--- src/rtl/mem_copy_engine.sv ---
// mem_copy_engine
//   Byte-copy DMA engine sitting between the core load/store port and a
//   single-port 2^AW x DW data memory. While idle it passes core accesses
//   straight through to memory. On start it owns the memory port and copies
//   len bytes from src_addr to dst_addr, using one read cycle and one write
//   cycle per byte. Any core request made while the engine is active is
//   stalled until the engine returns to idle.
//
// Ports
//   CLK, reset            clock; synchronous active-high reset
//   start                 copy request (sampled only when idle)
//   src_addr, dst_addr    first source / destination byte address
//   len                   byte count 0..2^AW
//   busy                  copy in progress (read or write phase)
//   done                  one-cycle completion pulse
//   cpu_addr, cpu_read_en, cpu_write_en, cpu_wdata   core request
//   cpu_rdata, cpu_stall  core response
//   mem_addr, mem_read_en, mem_write_en, mem_wdata   memory request
//   mem_rdata             memory read data (combinational read)

module mem_copy_engine #(
   parameter int unsigned AW = 8,
   parameter int unsigned DW = 8
) (
   input  logic          CLK,
   input  logic          reset,
   input  logic          start,
   input  logic [AW-1:0] src_addr,
   input  logic [AW-1:0] dst_addr,
   input  logic [AW:0]   len,
   output logic          busy,
   output logic          done,
   input  logic [AW-1:0] cpu_addr,
   input  logic          cpu_read_en,
   input  logic          cpu_write_en,
   input  logic [DW-1:0] cpu_wdata,
   output logic [DW-1:0] cpu_rdata,
   output logic          cpu_stall,
   output logic [AW-1:0] mem_addr,
   output logic          mem_read_en,
   output logic          mem_write_en,
   output logic [DW-1:0] mem_wdata,
   input  logic [DW-1:0] mem_rdata
);

   typedef enum logic [1:0] {
      S_IDLE  = 2'd0,
      S_READ  = 2'd1,
      S_WRITE = 2'd2,
      S_DONE  = 2'd3
   } state_t;

   state_t          r_state;
   state_t          w_next_state;
   logic [AW-1:0]   r_src_ptr;
   logic [AW-1:0]   r_dst_ptr;
   logic [AW:0]     r_remaining;
   logic [DW-1:0]   r_buf;
   logic            w_cpu_req;
   logic            w_len_zero;
   logic            w_last_byte;

   assign w_cpu_req   = cpu_read_en | cpu_write_en;
   assign w_len_zero  = (len == '0);
   assign w_last_byte = (r_remaining == (AW+1)'(1));

   // Status is decoded from the state register only, so start has no
   // combinational path to busy/done.
   assign busy = (r_state == S_READ) || (r_state == S_WRITE);
   assign done = (r_state == S_DONE);

   // State register and datapath registers
   always_ff @(posedge CLK) begin
      if (reset) begin
         r_state     <= S_IDLE;
         r_src_ptr   <= '0;
         r_dst_ptr   <= '0;
         r_remaining <= '0;
         r_buf       <= '0;
      end else begin
         r_state <= w_next_state;
         case (r_state)
            S_IDLE: begin
               if (start && !w_len_zero) begin
                  r_src_ptr   <= src_addr;
                  r_dst_ptr   <= dst_addr;
                  r_remaining <= len;
               end
            end
            S_READ: begin
               r_buf <= mem_rdata;
            end
            S_WRITE: begin
               // Pointers wrap independently at the top of memory.
               r_src_ptr   <= r_src_ptr + AW'(1);
               r_dst_ptr   <= r_dst_ptr + AW'(1);
               r_remaining <= r_remaining - (AW+1)'(1);
            end
            default: begin
            end
         endcase
      end
   end

   // Next-state and memory/core port muxing
   always_comb begin
      w_next_state = r_state;
      mem_addr     = '0;
      mem_read_en  = 1'b0;
      mem_write_en = 1'b0;
      mem_wdata    = '0;
      cpu_rdata    = '0;
      cpu_stall    = w_cpu_req;

      case (r_state)
         S_IDLE: begin
            // Transparent pass-through; address/data are zeroed when the
            // core is not accessing so the memory port is quiet.
            cpu_stall    = 1'b0;
            cpu_rdata    = mem_rdata;
            mem_read_en  = cpu_read_en;
            mem_write_en = cpu_write_en;
            if (w_cpu_req) begin
               mem_addr = cpu_addr;
            end
            if (cpu_write_en) begin
               mem_wdata = cpu_wdata;
            end
            if (start) begin
               w_next_state = w_len_zero ? S_DONE : S_READ;
            end
         end
         S_READ: begin
            mem_addr     = r_src_ptr;
            mem_read_en  = 1'b1;
            w_next_state = S_WRITE;
         end
         S_WRITE: begin
            mem_addr     = r_dst_ptr;
            mem_write_en = 1'b1;
            mem_wdata    = r_buf;
            w_next_state = w_last_byte ? S_DONE : S_READ;
         end
         S_DONE: begin
            w_next_state = S_IDLE;
         end
         default: begin
            w_next_state = S_IDLE;
         end
      endcase
   end

endmodule
--- config.mk ---
export PLATFORM = sky130hd
export DESIGN_NAME = mem_copy_engine
export DESIGN_NICKNAME = d
export VERILOG_FILES = /design/src/rtl/mem_copy_engine.sv
export SDC_FILE = /design/constraint.sdc
export NUM_CORES = 1
export LEC_CHECK = 0
export ABC_CLOCK_PERIOD_IN_PS = 2500
export CORE_AREA = 2 2 88 107
export DETAILED_ROUTE_END_ITERATION = 7
export DIE_AREA = 0 0 90 109
export REMOVE_ABC_BUFFERS = 1
export SYNTH_ARGS = -nofsm -noshare
export SYNTH_HDL_FRONTEND = slang
export SYNTH_SLANG_ARGS = --single-unit
--- constraint.sdc ---
create_clock -name CLK -period 2.5 [get_ports CLK]
set_input_delay 0.75 -clock CLK [delete_from_list [all_inputs] [get_ports CLK]]
set_output_delay 0.75 -clock CLK [all_outputs]
set_load 0.01 [all_outputs]
==> results of run 1 <==
-- cell type report --
cell class,instances,area [um2],share of cell area (%)
multi-input cells,217,1580,43.9
repair buffers,111,1020,28.4
clock buffers,8,100,2.79
flip-flops and latches,35,703,19.6
inverters,10,37.5,1.05
well taps,120,150,4.19
-- worst max-delay path, stage by stage --
cell and delay, ps:
buf_8 100, nor2_4 130, nor2b_4 70, buf_6 110, a222oi_1 330, nor2_1 70
buf_2 140
-- registers in the layout (all words and copies together), names as in the netlist --
name,cells
r_dst_ptr,8
r_buf,8
r_remaining,9
r_state,2
r_src_ptr,8
-- kinds of logic (layout without fill, tap and decap cells) --
family | count (synthesis) | count (layout) | synth area share, %
AOI/OAI and AO/OA | 98 | 98 | 32.4
adders and majority gates | 8 | 8 | 4.17
buffers and inverters | 36 | 129 | 7.19
DFF | 35 | 35 | 29.2
muxes | 12 | 12 | 5.00
and+or+nand+nor | 99 | 99 | 22.1
-- cells in the final DEF (no fill, tap or decap), types with 3 or more instances in the layout --
cell type        Yosys  routed
a211oi_1             8       8
a21oi_1             17      17
a221oi_2             3       3
a222oi_1             8       8
a22o_1              10      10
a2bb2oi_1            3       3
a32o_1               7       7
and2_1               9       8
buf_12               0       3
buf_2                9       7
buf_4                1      23
buf_6                3       3
buf_8                0       3
clkbuf_2             0       7
clkbuf_8             0       7
clkdlybuf4s50_1      0      53
dfxtp_1             35      33
dlygate4sd2_1        0      10
ha_1                 8       4
inv_1               10      10
mux2i_1             12      12
nand2_1             16      16
nand3_1              4       4
nor2_1              32      31
nor2b_1              7       6
nor3_1              11      11
nor4_1               4       4
o21a_1               3       3
o21ai_0              3       3
o22ai_1             10      10
o311ai_0             3       3
o31ai_1              8       8
o32ai_1              5       5
-- power by group --
group          total [mW]  internal, mW  switching, mW
clock               0.458         0.252          0.206
sequential          0.955         0.753          0.203
combinational        2.55          1.27           1.28
-- metal layers --
layer / global-route usage (%) / vias up / wire, um
li1: - / 1290 / -
met4: 5.82 / 0 / 122
met3: 3.87 / 6 / 431
met5: 0 / - / 0
met2: 29.5 / 86 / 3830
met1: 18.6 / 1233 / 3530
-- what timing repair did --
item	4_1_cts	5_1_grt
resized for setup	76	23
setup buffers	3	1
setup endpoints to repair	28	15
pin swaps	8	4
-- path summary, 6_finish.rpt --
path | from | endpoint | slack [ps] | cells after the start
hold / removal | r_buf[3] | r_buf[3] | 500 | 2
setup / recovery | cpu_write_en | mem_addr[1] | 40 | 7
hold reg to reg | r_buf[3] | r_buf[3] | 500 | 2
setup reg to reg | r_state[0] | r_dst_ptr[7] | 370 | 7
==> summary.txt, run 1 <==
Timing
  – Final period demand of the worst path: 2460 ps
  – RSZ-0062 raised after global routing: true
  – Final worst-path cycle share: 98.2%
  – Max Clock Skew: 6.50 ps
  – Final hold vios: 0
  – Worst Hold Slack: 498 ps
  – Max-slew headroom: 54.0%
  – FMAX: 407 MHz
  – Slew Viols, Final: 0
  – Worst-Margin Slew: 689 ps
  – Final WS setup: 44.3 ps
  – Setup violations, final: 0
  – Setup_tns: 0 ps

Setup path
  – Worst EP required: 1750 ps
  – Type of origin of the critical path: primary input
  – Worst Path Arrival: 1710 ps
  – Crit end category: output pin
  – WS Path Type: primary input to output pin
  – CP max FO: 5

Drt
  – Drt total wl: 7910 um
  – DRT antenna net count: 0
  – Routed WL per cell: 15.8 um
  – Vias/cell: 5.22
  – DR iter-0 viols: 255
  – Router iterations before antenna repair: 7
  – Routed vias: 2615
  – Drt drc: 0

Yosys
  – Top cell type by total area after synthesis: dfxtp_1
  – Synth Flop Type: dfxtp_1
  – Post-Syn Area: 2400 um2
  – Synth cell count leaders: dfxtp_1 (35), nor2_1 (32), a21oi_1 (17)
  – Syn Inst Count: 288
  – Count of different cell masters after synthesis: 51
  – Synthesized area per cell: 8.34 um2
  – Top-count cell post-synth: dfxtp_1
  – Post-synth EDFFs: 0
  – Async S/R FF share, synth: 0%
  – Synth top area share: 29.2%
  – Yosys warning count: 0
  – Synth Register Bits: 35
  – Part of the Yosys area used for sequential elements: 29.2%
  – Top post-synthesis cells by area: dfxtp_1 (29%), mux2i_1 (5.0%), nor2_1 (5.0%)

Place
  – Dpl hpwl: 5650 um
  – Post-DP Area: 3460 um2
  – Placed cells: 489
  – GP Congestion: 0.848
  – # port buffers: 82
  – Pre-CTS setup slack: -941 ps

Die
  – I/O pins: 83
  – Chip height: 109 um
  – Initial Util: 27.2%
  – Die Area: 9810 um2
  – Core Area: 8840 um2
  – Die width: 90 um
  – Row count: 38

Status
  – Status: completed

Layout
  – Fin area: 3590 um2
  – Antenna diodes: 0
  – Nets: 442
  – Final Util: 40.5%
  – Fraction of layout cells with a size suffix above 1: 19.4%
  – Filler instances: 952
  – Fin cells: 501
  – Syn-to-layout area delta: 49.3%

Clock network
  – TritonCTS Sinks: 35
  – Worst-Skew Late Latency: 290 ps
  – TritonCTS clock tree: done
  – Worst-path clk slew: 70 ps
  – Clock buffer depth: 2
  – TritonCTS buffer count: 5
  – H-tree levels: 2
  – Clock Root Buffer: clkbuf_8
  – # hold bufs at CTS: 0

GRT
  – Largest net degree at the start of global routing: 36
  – Vias in the first global route: 2612
  – First-pass GRT wire length: 12800 um
  – Total congestion overflow: 0
  – Initial antenna violation count: 0
  – Total GRT Usage: 16.2%

Power and ir drop
  – P_leak: 1.38 nW
  – Power, Total: 3.96 mW
  – Worst VDD drop: 0.000376 V
  – Power per cell area: 1100 nW/um2

Hold path
  – Hold Crit Class: flop to flop

Flow run
  – Max cap viols: 0
No activity file was read; power rests on OpenSTA's default activity.
==> run 2, diff against run 1 <==
--- a/config.mk
+++ b/config.mk
@@ -13,3 +13,4 @@
 export SYNTH_ARGS = -nofsm -noshare
 export SYNTH_HDL_FRONTEND = slang
 export SYNTH_SLANG_ARGS = --single-unit
+export TNS_END_PERCENT = 1
==> run 2 against run 1 <==
Net effect:
- sequential cell count is the same
- clock skew grew 1.6 ps
- worst hold slack is essentially flat
- first-iteration DRC count shrank 4.3%
- wire length grew 0.20%
- cell count is the same
- cell area grew 0.14%
- via count grew 0.69%
- worst setup slack lost 19 ps
- core utilization grew 0.056 points
- die area is the same
- largest cell class unchanged
- largest power group unchanged
==> summary.txt, run 2 (same netlist as run 1, synthesis figures left out) <==
Place
  – GP Congestion: 0.848
  – Post-DP Area: 3460 um2
  – Dpl hpwl: 5650 um
  – # port buffers: 82

GRT
  – First-pass GRT wire length: 12800 um
  – Total GRT Usage: 16.2%
  – Initial antenna violation count: 0
  – Largest net degree at the start of global routing: 36
  – Total congestion overflow: 0
  – Vias in the first global route: 2613

Drt
  – Drt drc: 0
  – Vias/cell: 5.26
  – Routed WL per cell: 15.8 um
  – DRT antenna net count: 0
  – DR iter-0 viols: 244
  – Drt total wl: 7930 um
  – Router iterations before antenna repair: 6
  – Routed vias: 2633

Die
  – Core Area: 8840 um2
  – Die Area: 9810 um2
  – Chip height: 109 um
  – I/O pins: 83
  – Row count: 38
  – Initial Util: 27.2%
  – Die width: 90 um

Setup path
  – Reg2Reg Setup Slack: 370 ps
  – Type of origin of the critical path: primary input
  – Critical R2R Launch: r_state[0]
  – Worst Setup SP: cpu_addr[2]
  – Crit path buffers/inverters: 2
  – Critical-path top delay cell: clkdlybuf4s50_1
  – Critical Path Stages: 4
  – CP top delay family: buffers and inverters
  – Worst Path Arrival: 1720 ps
  – Crit path cell chain: clkdlybuf4s50_1 -> a222oi_1 -> nor2_1 -> clkdlybuf4s15_1
  – Crit end category: output pin
  – Worst r2r dst: r_dst_ptr[7]
  – WS Path Type: primary input to output pin
  – CP max FO: 1
  – FF-to-FF path depth: 7
  – CP max stage delay: 400 ps
  – Worst EP required: 1750 ps
  – CP endpoint: mem_addr[2]

Layout
  – Most common cell after layout, fill and taps aside: clkdlybuf4s50_1
  – Most frequent cells in the layout: clkdlybuf4s50_1 (53), dfxtp_1 (33), nor2_1 (31)
  – Antenna diodes: 0
  – Syn-to-layout area delta: 49.6%
  – Filler instances: 951
  – Largest register by flop count: r_remaining
  – Fraction of layout cells with a size suffix above 1: 19.2%
  – Nets: 442
  – Number of flip-flops in the largest register: 9
  – Fin area: 3590 um2

Clock network
  – TritonCTS Sinks: 35
  – Worst-path clk slew: 70 ps
  – TritonCTS clock tree: done
  – TritonCTS buffer count: 5
  – Clock Root Buffer: clkbuf_8
  – # hold bufs at CTS: 0
  – Clock buffer depth: 2
  – Worst-Skew Late Latency: 290 ps
  – H-tree levels: 2

Timing
  – Final period demand of the worst path: 2470 ps
  – Setup_tns: 0 ps
  – Final worst-path cycle share: 99.0%
  – Final hold vios: 0
  – Slew Viols, Final: 0
  – FMAX: 404 MHz
  – Max-slew headroom: 53.6%
  – Max Clock Skew: 8.05 ps
  – Setup violations, final: 0
  – RSZ-0062 raised after global routing: true
  – Worst-Margin Slew: 696 ps

Status
  – Status: completed

Power and ir drop
  – Worst VDD drop: 0.000375 V
  – Power, Total: 3.97 mW
  – Power per cell area: 1100 nW/um2
  – P_leak: 1.39 nW

Hold path
  – Hold path depth: 2
  – Hold Crit Class: flop to flop
  – HP Start: r_buf[3]

Flow run
  – Max cap viols: 0
run 2: cell count changes in the layout (fill, tap and decap cells not counted):
cell             previous run  this run
clkbuf_2                    7         6
clkdlybuf4s15_1             2         3
run 2: metal layers:
metal	wire length [um]	part of all wire, %	global-route usage (%)
met4	125	1.6	5.82
met2	3820	48	29.5
met5	0	0	0
met1	3540	45	18.6
met3	450	5.7	3.87
run 2: final cells by class:
| type | count | area (um2) | share of cell area, % |
|---|---|---|---|
| multi-input combinational | 217 | 1580 | 43.9 |
| clock buffer | 8 | 100 | 2.79 |
| sequential | 35 | 703 | 19.6 |
| inverter | 10 | 37.5 | 1.05 |
| tap | 120 | 150 | 4.18 |
| timing repair buffer | 111 | 1020 | 28.5 |
run 2: stage by stage:
stage	hold slack, ps	cells	util [%]	setup slack [ps]
2_1_floorplan	455	262	-	-901
3_3_place_gp	477	489	39.1	-954
4_1_cts	503	500	40.4	3.34
5_1_grt	524	501	40.6	-52.6
6_report	498	501	40.6	25.3
3_5_place_dp	485	489	39.1	-941
run 2: tightest hold or removal path: stages (launching register included):
cell     delay, ps
dfxtp_1        330
mux2i_1         70
nor2_1          70
run 2: worst min path at each step:
stage	to	slack, ps
floorplan	r_src_ptr[7]	450
global placement	r_buf[0]	480
detailed placement	r_buf[1]	490
CTS	r_buf[3]	500
global route	r_buf[1]	520
finish	r_buf[3]	500
run 2: what timing repair did:
item,CTS,global route
resized for setup,76,22
hold endpoints to repair,0,0
buffers inserted,3,1
pin swaps,8,4
endpoints found under the setup margin,28,14
run 2: where the power goes:
group	internal, mW	leakage (nW)	switching (mW)
Combinational	1.27	1.05	1.28
Clock	0.252	0.0515	0.206
Sequential	0.753	0.288	0.201
